--- src/rtl/router_pkg.sv ---
// Shared types and helpers for the router input port.
// ROUTER_GRANT_TIMEOUT_EN enables grant timeout and frame drop.
package router_pkg;

   localparam int MAX_PORTS = 64;

   typedef enum logic [2:0] {
      IDLE,
      ADDR,
      WAIT,
      PAYLOAD,
      DROP
   } state_t;

   function automatic logic [MAX_PORTS-1:0] onehot(input logic [5:0] a);
      return {{(MAX_PORTS-1){1'b0}}, 1'b1} << a;
   endfunction

endpackage

--- src/rtl/grant_timer.sv ---
// Counts WAIT cycles without a grant and flags the last allowed one.
module grant_timer #(
   parameter int LIMIT = 64
)(
   input  logic clk,
   input  logic reset_n,
   input  logic clear,
   input  logic enable,
   output logic expired
);

   localparam int CW = $clog2(LIMIT);

   logic [CW-1:0] r_cnt;

   always_ff @(posedge clk or negedge reset_n) begin
      if (!reset_n) begin
         r_cnt <= '0;
      end else if (clear) begin
         r_cnt <= '0;
      end else if (enable) begin
         r_cnt <= r_cnt + 1'b1;
      end
   end

   assign expired = (r_cnt == CW'(LIMIT - 1));

endmodule

--- src/rtl/input_port_ctrl.sv ---
// Router input port: serial address capture, request/grant, payload gate.
// ROUTER_GRANT_TIMEOUT_EN adds grant timeout, DROP state and drop_out.
module input_port_ctrl
   import router_pkg::*;
#(
   parameter int NUM_PORTS     = 16,
   parameter int ADDR_W        = $clog2(NUM_PORTS),
   parameter int GRANT_TIMEOUT = 64
)(
   input  logic                 clk,
   input  logic                 reset_n,
   input  logic                 din,
   input  logic                 frame_n,
   input  logic [NUM_PORTS-1:0] grant_in,
   output logic [NUM_PORTS-1:0] request_out,
   output logic                 data_enable_out,
   output logic [ADDR_W-1:0]    address_out,
   output logic                 drop_out,
   output logic                 runt_out
);

   if (NUM_PORTS < 2 || NUM_PORTS > MAX_PORTS ||
       (NUM_PORTS & (NUM_PORTS - 1)) != 0) begin : g_bad_ports
      $error("NUM_PORTS must be a power of two in 2..64");
   end
   if (GRANT_TIMEOUT < 2 || GRANT_TIMEOUT > 1024) begin : g_bad_to
      $error("GRANT_TIMEOUT must be in 2..1024");
   end

   state_t                 r_state;
   logic [ADDR_W-1:0]      r_addr;
   logic [ADDR_W-1:0]      r_bit;
   logic [ADDR_W-1:0]      r_aout;
   logic [NUM_PORTS-1:0]   r_req;
   logic                   r_den;
   logic                   r_runt;
   logic [ADDR_W-1:0]      w_addr_fin;
   logic [NUM_PORTS-1:0]   w_req_fin;
   logic                   w_gnt;
   logic                   w_enter_wait;

   // Address as it will stand once the bit on din is captured.
   always_comb begin
      w_addr_fin = r_addr | ADDR_W'(din);
      if (r_state == IDLE) begin
         w_addr_fin = ADDR_W'(din) << (ADDR_W - 1);
      end
   end

   assign w_req_fin    = NUM_PORTS'(onehot(6'(w_addr_fin)));
   assign w_gnt        = |(grant_in & r_req);
   assign w_enter_wait = !frame_n &&
                         ((r_state == ADDR && r_bit == '0) ||
                          (ADDR_W == 1 && r_state == IDLE));

`ifdef ROUTER_GRANT_TIMEOUT_EN
   logic r_drop;
   logic w_expired;

   grant_timer #(
      .LIMIT (GRANT_TIMEOUT)
   ) u_timer (
      .clk     (clk),
      .reset_n (reset_n),
      .clear   (w_enter_wait),
      .enable  (r_state == WAIT && !w_gnt),
      .expired (w_expired)
   );

   assign drop_out = r_drop;
`else
   assign drop_out = 1'b0;
`endif

   always_ff @(posedge clk or negedge reset_n) begin
      if (!reset_n) begin
         r_state <= IDLE;
         r_addr  <= '0;
         r_bit   <= '0;
         r_aout  <= '0;
         r_req   <= '0;
         r_den   <= 1'b0;
         r_runt  <= 1'b0;
`ifdef ROUTER_GRANT_TIMEOUT_EN
         r_drop  <= 1'b0;
`endif
      end else begin
         r_runt <= 1'b0;
`ifdef ROUTER_GRANT_TIMEOUT_EN
         r_drop <= 1'b0;
`endif
         case (r_state)
            IDLE: begin
               if (!frame_n) begin
                  r_addr <= w_addr_fin;
                  r_bit  <= ADDR_W'(ADDR_W - 2);
                  if (w_enter_wait) begin
                     r_state <= WAIT;
                     r_req   <= w_req_fin;
                     r_aout  <= w_addr_fin;
                  end else begin
                     r_state <= ADDR;
                  end
               end
            end
            ADDR: begin
               if (frame_n) begin
                  r_state <= IDLE;
                  r_runt  <= 1'b1;
               end else begin
                  r_addr <= r_addr | (ADDR_W'(din) << r_bit);
                  r_bit  <= r_bit - 1'b1;
                  if (w_enter_wait) begin
                     r_state <= WAIT;
                     r_req   <= w_req_fin;
                     r_aout  <= w_addr_fin;
                  end
               end
            end
            WAIT: begin
               if (frame_n) begin
                  r_state <= IDLE;
                  r_req   <= '0;
               end else if (w_gnt) begin
                  r_state <= PAYLOAD;
                  r_den   <= 1'b1;
`ifdef ROUTER_GRANT_TIMEOUT_EN
               end else if (w_expired) begin
                  r_state <= DROP;
                  r_req   <= '0;
                  r_drop  <= 1'b1;
`endif
               end
            end
            PAYLOAD: begin
               if (frame_n) begin
                  r_state <= IDLE;
                  r_req   <= '0;
                  r_den   <= 1'b0;
               end
            end
            DROP: begin
               if (frame_n) begin
                  r_state <= IDLE;
               end
            end
            default: begin
               r_state <= IDLE;
               r_addr  <= '0;
               r_bit   <= '0;
               r_aout  <= '0;
               r_req   <= '0;
               r_den   <= 1'b0;
            end
         endcase
      end
   end

   assign request_out     = r_req;
   assign data_enable_out = r_den;
   assign address_out     = r_aout;
   assign runt_out        = r_runt;

endmodule

--- config.mk ---
export PLATFORM = sky130hd
export DESIGN_NAME = input_port_ctrl
export DESIGN_NICKNAME = d
export VERILOG_FILES = /design/src/rtl/router_pkg.sv /design/src/rtl/grant_timer.sv /design/src/rtl/input_port_ctrl.sv
export SDC_FILE = /design/constraint.sdc
export NUM_CORES = 1
export LEC_CHECK = 0
export BUFFER_PORTS_ARGS = -buffer_cell sky130_fd_sc_hd__buf_2
export CAP_MARGIN = 5
export CORE_ASPECT_RATIO = 1.4
export CORE_UTILIZATION = 54
export CTS_CLUSTER_SIZE = 24
export DETAILED_ROUTE_END_ITERATION = 16
export GPL_TIMING_DRIVEN = 0
export PLACE_DENSITY = 0.83
export SLEW_MARGIN = 20
export SYNTH_ARGS = -nofsm -noshare
export SYNTH_HDL_FRONTEND = slang
export SYNTH_HIERARCHICAL = 1
export SYNTH_SLANG_ARGS = --single-unit
--- constraint.sdc ---
create_clock -name clk -period 2.3 [get_ports clk]
set_input_delay 0 -clock clk [delete_from_list [all_inputs] [get_ports clk]]
set_output_delay 0 -clock clk [all_outputs]
set_load 0.02 [all_outputs]
### Word-level counts from Yosys, hierarchy flattened

Index checks and enable logic that the tools add are counted.

| storage, ports and cells | value |
|---|---|
| logic and storage cells | 75 |
| output and inout port bits | 23 |
| bits in registers | 33 |
| bits of input ports | 20 |

| cells by class | value |
|---|---|
| reduce and logical (&&, ||, !) cells | 16 |
| shift-type cells | 2 |
| bitwise operators | 6 |
| equality and inequality tests | 15 |
| $add $sub $neg | 1 |
| muxes and demuxes | 28 |

Operators by type and width:

| kind | count |
|---|---|
| $mux 16 | 3 |
| $pmux 16 s3 | 1 |
| $mux 4 | 7 |
| $pmux 4 s3 | 2 |
| $mux 3 | 6 |
| $and 16x16->16 | 1 |
| $reduce_or 16->1 | 1 |
| $shl 1x4->16 const A | 1 |
| $ne 2x2->1 const B | 6 |
| $pmux 3 s4 | 1 |
| $reduce_and 4->1 | 3 |
| $pmux 4 s2 | 1 |
| $eq 3x2->1 const B | 2 |
| $ne 2x1->1 const B | 3 |
| $ne 3x3->1 const B | 2 |
| $reduce_and 3->1 | 2 |
| $reduce_or 2->1 | 3 |
| $reduce_or 3->1 | 2 |
| $mux 1 | 5 |
| $logic_not 4->1 | 1 |
| $or 4x1->4 | 1 |
| $or 4x4->4 | 1 |
| $shl 1x4->4 | 1 |
| $sub 4x1->4 const B | 1 |
| other kinds (8) | 11 |

### Logic depth before layout (Yosys ltp)

Gate-level depths: netlist of the first run.

| logic depth | value |
|---|---|
| depth after elaboration | 6 |
| mapped depth | 7 |

### Least setup slack after synthesis of the first run

Ideal clock, no wire load.

| path | value |
|---|---|
| kind | register to register |
| from | register r_bit[0] |
| to | register r_req[11] (netlist: request_out[11]) |
| stages on the path, launching flop included | 7 |
| buffers on the path | 0 |
| arrival time | 1.496 ns |
| required time | 2.224 ns |
| clock period less this slack | 1.573 ns |
| path slack | 0.727 ns |
| cells stage by stage | dfrtp_1 > inv_1 > ha_1 > and4bb_4 > nand2_4 > or3_4 > o21ai_1 |

| between the ends | value |
|---|---|
| longest elaborated chain between the ends | 5 |

RTL lines:

| what | line | text |
|---|---|---|
| from (decl) | input_port_ctrl.sv:32 | `logic [ADDR_W-1:0] r_bit;` |
| from (signal assigned) | input_port_ctrl.sv:96 | `r_bit <= ADDR_W'(ADDR_W - 2);` |
| from (signal assigned) | input_port_ctrl.sv:112 | `r_bit <= r_bit - 1'b1;` |
| $logic_not 4->1 | input_port_ctrl.sv:53 | `((r_state == ADDR && r_bit == '0) \|\|` |
| $logic_and 1x1->1 | input_port_ctrl.sv:53 |  |
| $logic_and 1x1->1 | input_port_ctrl.sv:52 | `assign w_enter_wait = !frame_n &&` |
| $ne 2x1->1 (no line) | - |  |
| $reduce_and 4->1 (no line) | - |  |
| to (signal assigned) | input_port_ctrl.sv:99 | `r_req <= w_req_fin;` |
| to (signal assigned) | input_port_ctrl.sv:115 | `r_req <= w_req_fin;` |
| to (decl) | input_port_ctrl.sv:34 | `logic [NUM_PORTS-1:0] r_req;` |

Every way passes these cells.
A chain may end at the register's enable or synchronous reset.

### Final worst setup path of the first run

| path | value |
|---|---|
| from | register r_bit[0] |
| to | register r_req[14] (netlist: request_out[14]) |

The elaborated chain is that of the path after synthesis.

==> results.sh, run 1 <==
export IMPL_status="finished clean"
export IMPL_cts_resized=0
export IMPL_grt_pass1_wl_um=5181
export IMPL_nNetsFinal=219
export IMPL_synthMuxAreaShare=0.02122
export IMPL_cts_sinks=32
export IMPL_max_cap_viol_count=0
export IMPL_grt_use_total=0.2535
export IMPL_first_iter_violations=32
export IMPL_vias=1273
export IMPL_holdCritPathClass="in2reg"
export IMPL_worst_setup_path_type="reg2reg"
export IMPL_numCtsBuffers=5
export IMPL_core_area_um2=2615
export IMPL_syn2layout_area_growth_pct=23.01
export IMPL_fmaxAchievable_mhz=565.7
export IMPL_initial_core_util=0.5636
export IMPL_rsz0062_at_grt="false"
export IMPL_worst_slew_pin_slew_ns=0.6894
export IMPL_clk_pin_slew_worst_paths_ns=0.10
export IMPL_use_met2=0.4278
export IMPL_rows=22
export IMPL_leakagePower_nw=0.9247
export IMPL_grt_start_max_net_pins=33
export IMPL_postSynthAreaPerCell_um2=10.10
export IMPL_busiest_layer="met2"
export IMPL_end_kind="flip-flop"
export IMPL_drc=0
export IMPL_vias_per_cell=5.440
export IMPL_place_hpwl_um=2451
export IMPL_slew_headroom=0.5404
export IMPL_pin_count=43
export IMPL_cts_path_max_buffers=2
export IMPL_antenna_found_initial=0
export IMPL_syn_num_nets=168
export IMPL_synth_simple_area_share=0.1749
export IMPL_synth_area_um2=1474
export IMPL_drive_gt1_frac=0.3030
export IMPL_grt_ovfl_total=0
export IMPL_ys_types=35
export IMPL_start_kind="flip-flop"
export IMPL_dieArea_um2=2945
export IMPL_met1_usage=0.2803
export IMPL_synth_edff_count=0
export IMPL_ff2ff_path_depth=6
export IMPL_min_period_over_period=0.7686
export IMPL_worstPathArrival_ns=2.04
export IMPL_synth_compound_gate_area_share=0.2029
export IMPL_finalPower_mw=1.766
export IMPL_min_period_ns=1.768
export IMPL_synth_flop_cell="dfrtp_1"
export IMPL_synth_top_family_by_area="compound AO/OA/AOI/OAI gates"
export IMPL_synth_adder_area_share=0.01698
export IMPL_die_w_um=46.16
export IMPL_clk_latency_ns=0.34
export IMPL_synthXorXnorAreaFrac=0
export IMPL_async_reset_ff_frac=1.000
export IMPL_cp_required_ns=2.57
export IMPL_wl_per_cell_um=13.72
export IMPL_final_setup_tns_ns=0
export IMPL_power_density_nw_per_um2=974.2
export IMPL_wirelength_um=3211
export IMPL_irDropWorstVdd_uv=601.8
export IMPL_antenna_left=0
export IMPL_io_buffers=41
export IMPL_gp_congestion=0.8650
export IMPL_fillerInstances=206
export IMPL_cts_htree_levels=2
export IMPL_drv_slew=0
export IMPL_postSynthCellCount=146
export IMPL_fin_worst_skew_ns=0.006537
export IMPL_yosys_warnings=6
export IMPL_die_h_um=63.82
export IMPL_cts_tree="built"
export IMPL_setup_violations=0
export IMPL_hold_slack_ns=0.1871
export IMPL_synth_seq_cells=32
export IMPL_root_buffer="clkbuf_4"
export IMPL_grt_pass1_vias=1198
export IMPL_met3_usage=0.06780
export IMPL_crit_fanout=9
export IMPL_hold_viol=0
export IMPL_hold_depth=4
export IMPL_dr_pass1_iters=4
export IMPL_synth_seq_area_share=0.5433
export IMPL_diodes=0
-- report_power, final --
part / internal (mW) / switching (mW)
registers: 0.693 / 0.110
clock network: 0.151 / 0.183
logic: 0.242 / 0.388
total: 1.09 / 0.681
-- area by class of cell --
cell class / count / area [um2] / share of cell area
timing repair buffer: 44 / 235.2 / 0.1297
tap: 36 / 45.04 / 0.02484
clock buffer: 8 / 58.81 / 0.03244
sequential: 32 / 800.8 / 0.4417
buffer: 5 / 30.03 / 0.01656
inverter: 7 / 26.28 / 0.01449
multi-input combinational: 102 / 616.8 / 0.3402
-- worst max-delay path, cell delays in order (launching register included) --
cell and delay [ns]:
dfrtp_1 0.44, inv_1 0.14, ha_1 0.19, and4bb_4 0.30
nand2_4 0.09, or3_4 0.39, o21ai_1 0.14
-- cells in the mapped netlist, drive strengths merged, types with 2 or more instances --
library cell,number,area (um2)
dfrtp,32,800.8
nand2,26,105.1
o21ai,20,103.9
nor2,11,41.29
inv,7,26.28
a22o,5,43.79
buf,5,30.02
a221oi,4,35.03
a31oi,4,25.02
o31ai,4,30.03
or3,3,28.78
a21oi,2,10.01
and3,2,12.51
ha,2,25.02
mux2i,2,20.02
nand4,2,12.51
o41ai,2,17.52
or2,2,15.02
-- repair_timing --
action,4_1_cts,5_1_grt
hold endpoints to repair,37,0
buffers inserted,0,0
hold buffers,3,0
-- logic make-up after synthesis --
| kind of cell | Yosys count |
|---|---|
| adder cells (fa/ha/maj) | 2 |
| other | 1 |
| multiplexers | 3 |
| buffers and inverters | 12 |
| AO/OA/AOI/OAI | 45 |
| flip-flops | 32 |
| AND/OR/NAND/NOR | 51 |
-- worst paths after layout --
check | from | endpoint | slack [ns]
setup reg to reg | r_bit[0] | request_out[14] | 0.53
hold reg to reg | address_out[2] | address_out[2] | 0.49
min in group asynchronous | reset_n | request_out[1] | 0.23
hold / removal | grant_in[4] | r_state[0] | 0.19
max in group asynchronous | reset_n | request_out[2] | 1.63
setup / recovery | r_bit[0] | request_out[14] | 0.53
-- stage by stage --
stage                     utilization  std cells  area, um2  setup WS, ns
after floorplan                     -        146       1474        0.7272
after global placement         0.6593        223       1724        0.6004
after detailed placement       0.6593        223       1724        0.5613
after CTS                      0.6933        234       1813        0.5404
after global routing           0.6933        234       1813        0.4226
final                          0.6933        234       1813        0.5322
-- cell usage in the layout (no fill, tap or decap), types with 5 or more instances in the layout --
master and n:
buf_2 44, dfrtp_1 32, nand2_1 25, o21ai_0 14, nor2_1 11, inv_1 7
a22o_1 5, o21ai_1 5, clkbuf_4 5
-- sequential cells by signal (all words and copies together), names as in the netlist --
signal and count:
address_out 4, data_enable_out 1, r_addr 4, r_bit 4, r_state 2, request_out 16, runt_out 1
-- metal layers --
layer / share of wire / vias up
met2: 0.54 / 44
met1: 0.39 / 602
met5: 0 / -
met4: 0.020 / 0
li1: - / 622
met3: 0.050 / 5
(Power assumes the default switching activity.)
==> run 2: changes to the inputs <==
CORE_UTILIZATION = 45   (was 54)
PLACE_DENSITY = 0.74   (was 0.83)
clock period = 1.55 ns   (was 2.3 ns; I/O delays follow)
==> run 2 against run 1 <==
Fmax rose by 14%. Global-route usage fell by 4.3 points. Register-to-register slack got worse by 0.53 ns. Clock power rose by 77%.
==> results.sh, run 2 (synthesized netlist as in run 1, its figures left out) <==
export IMPL_status="finished clean"
export IMPL_worstPathArrival_ns=1.73
export IMPL_numCtsBuffers=5
export IMPL_setup_violations=0
export IMPL_wl_met3_um=199
export IMPL_nNetsFinal=228
export IMPL_drc=0
export IMPL_first_iter_violations=40
export IMPL_grt_pass1_wl_um=5533
export IMPL_leakagePower_nw=0.9923
export IMPL_rsz0062_at_grt="true"
export IMPL_die_w_um=50.37
export IMPL_hold_viol=0
export IMPL_dr_max_layer_used="met4"
export IMPL_initial_core_util=0.4720
export IMPL_cts_htree_levels=2
export IMPL_layout_commonest_cell="buf_2"
export IMPL_hold_depth=3
export IMPL_gp_congestion=0.8786
export IMPL_worstReg2RegEnd="request_out[8]"
export IMPL_ff2ff_path_depth=6
export IMPL_clk_pin_slew_worst_paths_ns=0.06
export IMPL_wl_per_cell_um=14.47
export IMPL_fillerInstances=266
export IMPL_power_density_nw_per_um2=1489
export IMPL_io_buffers=41
export IMPL_min_period_over_period=0.9963
export IMPL_cp_required_ns=1.74
export IMPL_crit_fanout=10
export IMPL_die_h_um=69.72
export IMPL_cts_tree="built"
export IMPL_dr_pass1_iters=4
export IMPL_grt_ovfl_total=0
export IMPL_fmaxAchievable_mhz=647.6
export IMPL_irDropWorstVdd_uv=879.6
export IMPL_worst_setup_path_type="reg2reg"
export IMPL_p_seq_frac=0.408
export IMPL_min_period_ns=1.544
export IMPL_core_area_um2=3123
export IMPL_grt_pass1_vias=1285
export IMPL_diodes=0
export IMPL_drv_slew=0
export IMPL_fin_area_um2=1954
export IMPL_clk_latency_ns=0.28
export IMPL_holdCritStartpoint="din"
export IMPL_vias_per_cell=5.465
export IMPL_pin_count=43
export IMPL_slew_headroom=0.5367
export IMPL_seq_area_um2=802.0
export IMPL_clkPwrFrac=0.202
export IMPL_switching_power_mw=1.099
export IMPL_multi_input_area_um2=660.6
export IMPL_fin_worst_skew_ns=0.002190
export IMPL_rows=24
export IMPL_setup_ws_ns=0.005727
export IMPL_wl_met1_um=1344
export IMPL_r2r_start="r_bit[0]"
export IMPL_worst_slew_pin_slew_ns=0.6949
export IMPL_power_internal_mw=1.810
export IMPL_finalPower_mw=2.910
export IMPL_final_setup_tns_ns=0
export IMPL_holdCritPathClass="in2reg"
export IMPL_final_core_util=0.6258
export IMPL_antenna_found_initial=0
export IMPL_antenna_left=0
export IMPL_root_buffer="clkbuf_8"
export IMPL_dr_wl_met2_um=1949
export IMPL_end_kind="flip-flop"
export IMPL_hold_end="r_addr[3]"
export IMPL_grt_use_total=0.2105
export IMPL_place_area_um2=1728
export IMPL_comb_power_share=0.390
export IMPL_final_cell_mix="buf_2 (42), dfrtp_1 (31), nand2_1 (25)"
export IMPL_sw_frac_of_total=0.3778
export IMPL_wirelength_um=3544
export IMPL_start_kind="flip-flop"
export IMPL_drive_gt1_frac=0.4078
export IMPL_pre_cts_slack_ns=-0.1406
export IMPL_vias=1339
export IMPL_r2r_slack_ns=0.006
export IMPL_place_hpwl_um=2520
export IMPL_grt_start_max_net_pins=33
export IMPL_dieArea_um2=3512
export IMPL_largest_register_ffs=16
export IMPL_cts_sinks=32
export IMPL_syn2layout_area_growth_pct=32.60
export IMPL_cts_path_max_buffers=2
export IMPL_max_cap_viol_count=0
run 2: cell count changes in the layout (fill, tap and decap cells not counted), moves of 4 or more:
| cell | delta |
|---|---|
| buf_4 | +10 |
| clkbuf_4 | -4 |
| clkbuf_8 | +4 |
| o21ai_1 | -4 |
| o21ai_2 | +4 |
| o31ai_1 | -4 |
| o31ai_2 | +4 |
run 2: worst max-delay path, cell delays in order (launching register included):
cell and delay (ns):
dfrtp_2 0.41, inv_2 0.07, ha_1 0.15, and4bb_4 0.28, a21boi_1 0.10, buf_4 0.19
o31ai_2 0.25
run 2: area by class of cell:
class | instances | area share
Buffer | 5 | 0.01985
Clock buffer | 6 | 0.03713
Tap cell | 39 | 0.02497
Multi-Input combinational cell | 102 | 0.3380
Sequential cell | 32 | 0.4104
Timing Repair Buffer | 53 | 0.1536
Clock inverter | 1 | 0.002561
Inverter | 7 | 0.01344
run 2: routing by layer:
layer	vias to the layer above	global-route usage
met5	-	0
met4	0	0.07099
met3	8	0.04605
met2	53	0.3941
met1	636	0.2233
li1	642	-
run 2: worst max-delay path by stage:
| stage | from | end | depth (start not counted) |
|---|---|---|---|
| after CTS | r_state[0] | request_out[12] | 5 |
| after floorplan | r_bit[0] | request_out[11] | 6 |
| after global routing | r_bit[1] | request_out[8] | 6 |
| after detailed placement | r_bit[0] | request_out[12] | 6 |
| after global placement | r_bit[0] | request_out[10] | 6 |
| final | r_bit[0] | request_out[8] | 6 |
run 2: power by group through the flow:
stage	sequential (mW)	combinational, mW	clock [mW]
CTS	1.18	1.06	0.596
global placement	1.20	0.914	0
floorplan	1.32	0.506	0
finish	1.19	1.13	0.588
detailed placement	1.21	0.937	0
global route	1.22	1.23	0.638
run 2: repair_timing:
item                       CTS  global route
hold endpoints to repair    34             0
resized for setup            8             8
setup endpoints to repair   17            18
hold buffers                 2             0
setup buffers                7             3
pin swaps                    4             1
run 2: stage by stage:
| stage | cells | hold slack (ns) |
|---|---|---|
| final | 245 | 0.04353 |
| after global placement | 226 | 0.06799 |
| after detailed placement | 226 | 0.08570 |
| after floorplan | 146 | -0.2956 |
| after CTS | 242 | 0.03859 |
| after global routing | 245 | 0.07615 |
==> run 3: changes to the inputs <==
CORE_UTILIZATION = 50   (was 45)
PLACE_DENSITY = 0.77   (was 0.74)
clock period = 1.66 ns   (was 1.55 ns; I/O delays follow)
==> run 3 against run 2 <==
Routed wire length shrank 6.4%. Combinational power down 15%. Fmax down 3.1%. Sequential share of layout area rose by 2.3 points. Critical path type unchanged. Largest cell class unchanged.
==> results.sh, run 3 (synthesized netlist as in run 1, its figures left out) <==
export IMPL_grt_ovfl_total=0
export IMPL_fin_cells=239
export IMPL_root_buffer="clkbuf_4"
export IMPL_largest_register_ffs=16
export IMPL_numCtsBuffers=5
export IMPL_gp_congestion=0.7834
export IMPL_fmaxAchievable_mhz=627.4
export IMPL_wl_per_cell_um=13.87
export IMPL_drv_slew=0
export IMPL_vias_per_cell=5.448
export IMPL_critPathTopFamily="simple AND/OR/NAND/NOR gates"
export IMPL_start_kind="flip-flop"
export IMPL_irDropWorstVdd_uv=897.8
export IMPL_worst_setup_path_type="reg2reg"
export IMPL_p_seq_frac=0.445
export IMPL_fin_area_um2=1848
export IMPL_nNetsFinal=225
export IMPL_leakagePower_nw=0.9465
export IMPL_path_buf_inv=1
export IMPL_fin_worst_skew_ns=0.01051
export IMPL_initial_core_util=0.5464
export IMPL_cpPeakStageDelay_ns=0.41
export IMPL_wirelength_um=3316
export IMPL_syn2layout_area_growth_pct=25.38
export IMPL_dp_cells=223
export IMPL_first_iter_violations=47
export IMPL_drc=0
export IMPL_hold_slack_ns=0.1959
export IMPL_holdCritPathClass="in2reg"
export IMPL_worst_slew_pin_slew_ns=0.6915
export IMPL_place_area_um2=1724
export IMPL_path_cells="inv_2 -> ha_1 -> and4bb_4 -> nand2_4 -> or3_4 -> o21ai_1"
export IMPL_sw_frac_of_total=0.3920
export IMPL_max_cap_viol_count=0
export IMPL_vias=1302
export IMPL_rsz0062_at_grt="false"
export IMPL_clk_latency_ns=0.34
export IMPL_cp_required_ns=1.92
export IMPL_io_buffers=41
export IMPL_power_internal_mw=1.499
export IMPL_cts_htree_levels=2
export IMPL_min_period_ns=1.594
export IMPL_clk_pin_slew_worst_paths_ns=0.10
export IMPL_clkPwrFrac=0.166
export IMPL_comb_power_share=0.389
export IMPL_grt_pass1_vias=1203
export IMPL_grt_pass1_wl_um=5002
export IMPL_cts_sinks=32
export IMPL_crit_fanout=5
export IMPL_switching_power_uw=966.5
export IMPL_hold_viol=0
export IMPL_dr_pass1_iters=4
export IMPL_end_kind="flip-flop"
export IMPL_min_period_over_period=0.9602
export IMPL_cts_tree="built"
export IMPL_antenna_found_initial=0
export IMPL_layout_commonest_cell="buf_2"
export IMPL_status="finished clean"
export IMPL_fillerInstances=231
export IMPL_grt_use_total=0.2277
export IMPL_place_hpwl_um=2406
export IMPL_setup_violations=0
export IMPL_antenna_left=0
export IMPL_grt_start_max_net_pins=33
export IMPL_final_cell_mix="buf_2 (44), dfrtp_1 (32), nand2_1 (25)"
export IMPL_slew_headroom=0.5390
export IMPL_rows=22
export IMPL_cts_path_max_buffers=2
export IMPL_worst_path_max_delay_cell="dfrtp_1"
export IMPL_core_area_um2=2698
export IMPL_final_core_util=0.6851
export IMPL_die_h_um=66.24
export IMPL_worstPathArrival_ns=1.86
export IMPL_drive_gt1_frac=0.3399
export IMPL_power_density_nw_per_um2=1334
export IMPL_finalPower_mw=2.465
export IMPL_die_w_um=47.89
export IMPL_diodes=0
export IMPL_pin_count=43
export IMPL_dieArea_um2=3172
==> run 3: power groups by stage <==
stage / Clock (mW) / Sequential [mW] / Combinational (mW)
after CTS: 0.416 / 1.09 / 0.923
after detailed placement: 0 / 1.12 / 0.870
after floorplan: 0 / 1.23 / 0.471
after global placement: 0 / 1.11 / 0.852
after global routing: 0.454 / 1.13 / 1.05
final: 0.409 / 1.10 / 0.958
==> run 3: path summary, 6_finish.rpt <==
path / startpoint / to / slack (ns) / depth (start not counted)
worst max register to register: r_bit[0] / request_out[12] / 0.07 / 6
min in group asynchronous: reset_n / request_out[7] / 0.22 / 2
worst max-delay path: r_bit[0] / request_out[12] / 0.07 / 6
worst min-delay path: grant_in[4] / r_state[0] / 0.20 / 4
max in group asynchronous: reset_n / request_out[10] / 0.98 / 2
worst min register to register: address_out[0] / address_out[0] / 0.49 / 2
==> run 3: through the flow <==
step	worst slack, ns	setup TNS (ns)
global placement	-0.04043	-0.1970
finish	0.06601	0
global route	0.004137	0
detailed placement	-0.06632	-0.3110
floorplan	0.08717	0
CTS	0.01486	0
==> run 3: worst reg2reg max path, delay by kind of cell, from the launching register on <==
kind            cells  cell delay (ns)
buf+inv             1             0.09
flops               1             0.41
simple gates        3             0.74
fa+ha+maj           1             0.15
compound gates      1             0.12
==> run 3: metal layers <==
layer	routed length (um)	GRT usage	up-vias
li1	-	-	637
met5	0	0	-
met2	1779	0.3885	40
met3	169	0.06557	4
met4	45	0.09722	0
met1	1321	0.2491	621
==> run 3: layout make-up <==
| type | count | area, um2 | share of cell area |
|---|---|---|---|
| plain buffers | 5 | 30.03 | 0.01625 |
| clock buffers | 6 | 41.29 | 0.02234 |
| clock inverters | 1 | 5.005 | 0.002708 |
| inverters | 7 | 26.28 | 0.01422 |
| multi-input cells | 102 | 619.3 | 0.3351 |
| flip-flops and latches | 32 | 800.8 | 0.4333 |
| well taps | 36 | 45.04 | 0.02437 |
| repair buffers | 50 | 280.3 | 0.1517 |
==> run 3: repair_timing <==
item	CTS	global route
gates resized for setup	2	1
hold endpoints to repair	37	0
hold buffers	3	0
pin swaps	0	1
setup buffers	2	4
setup endpoints to repair	10	10
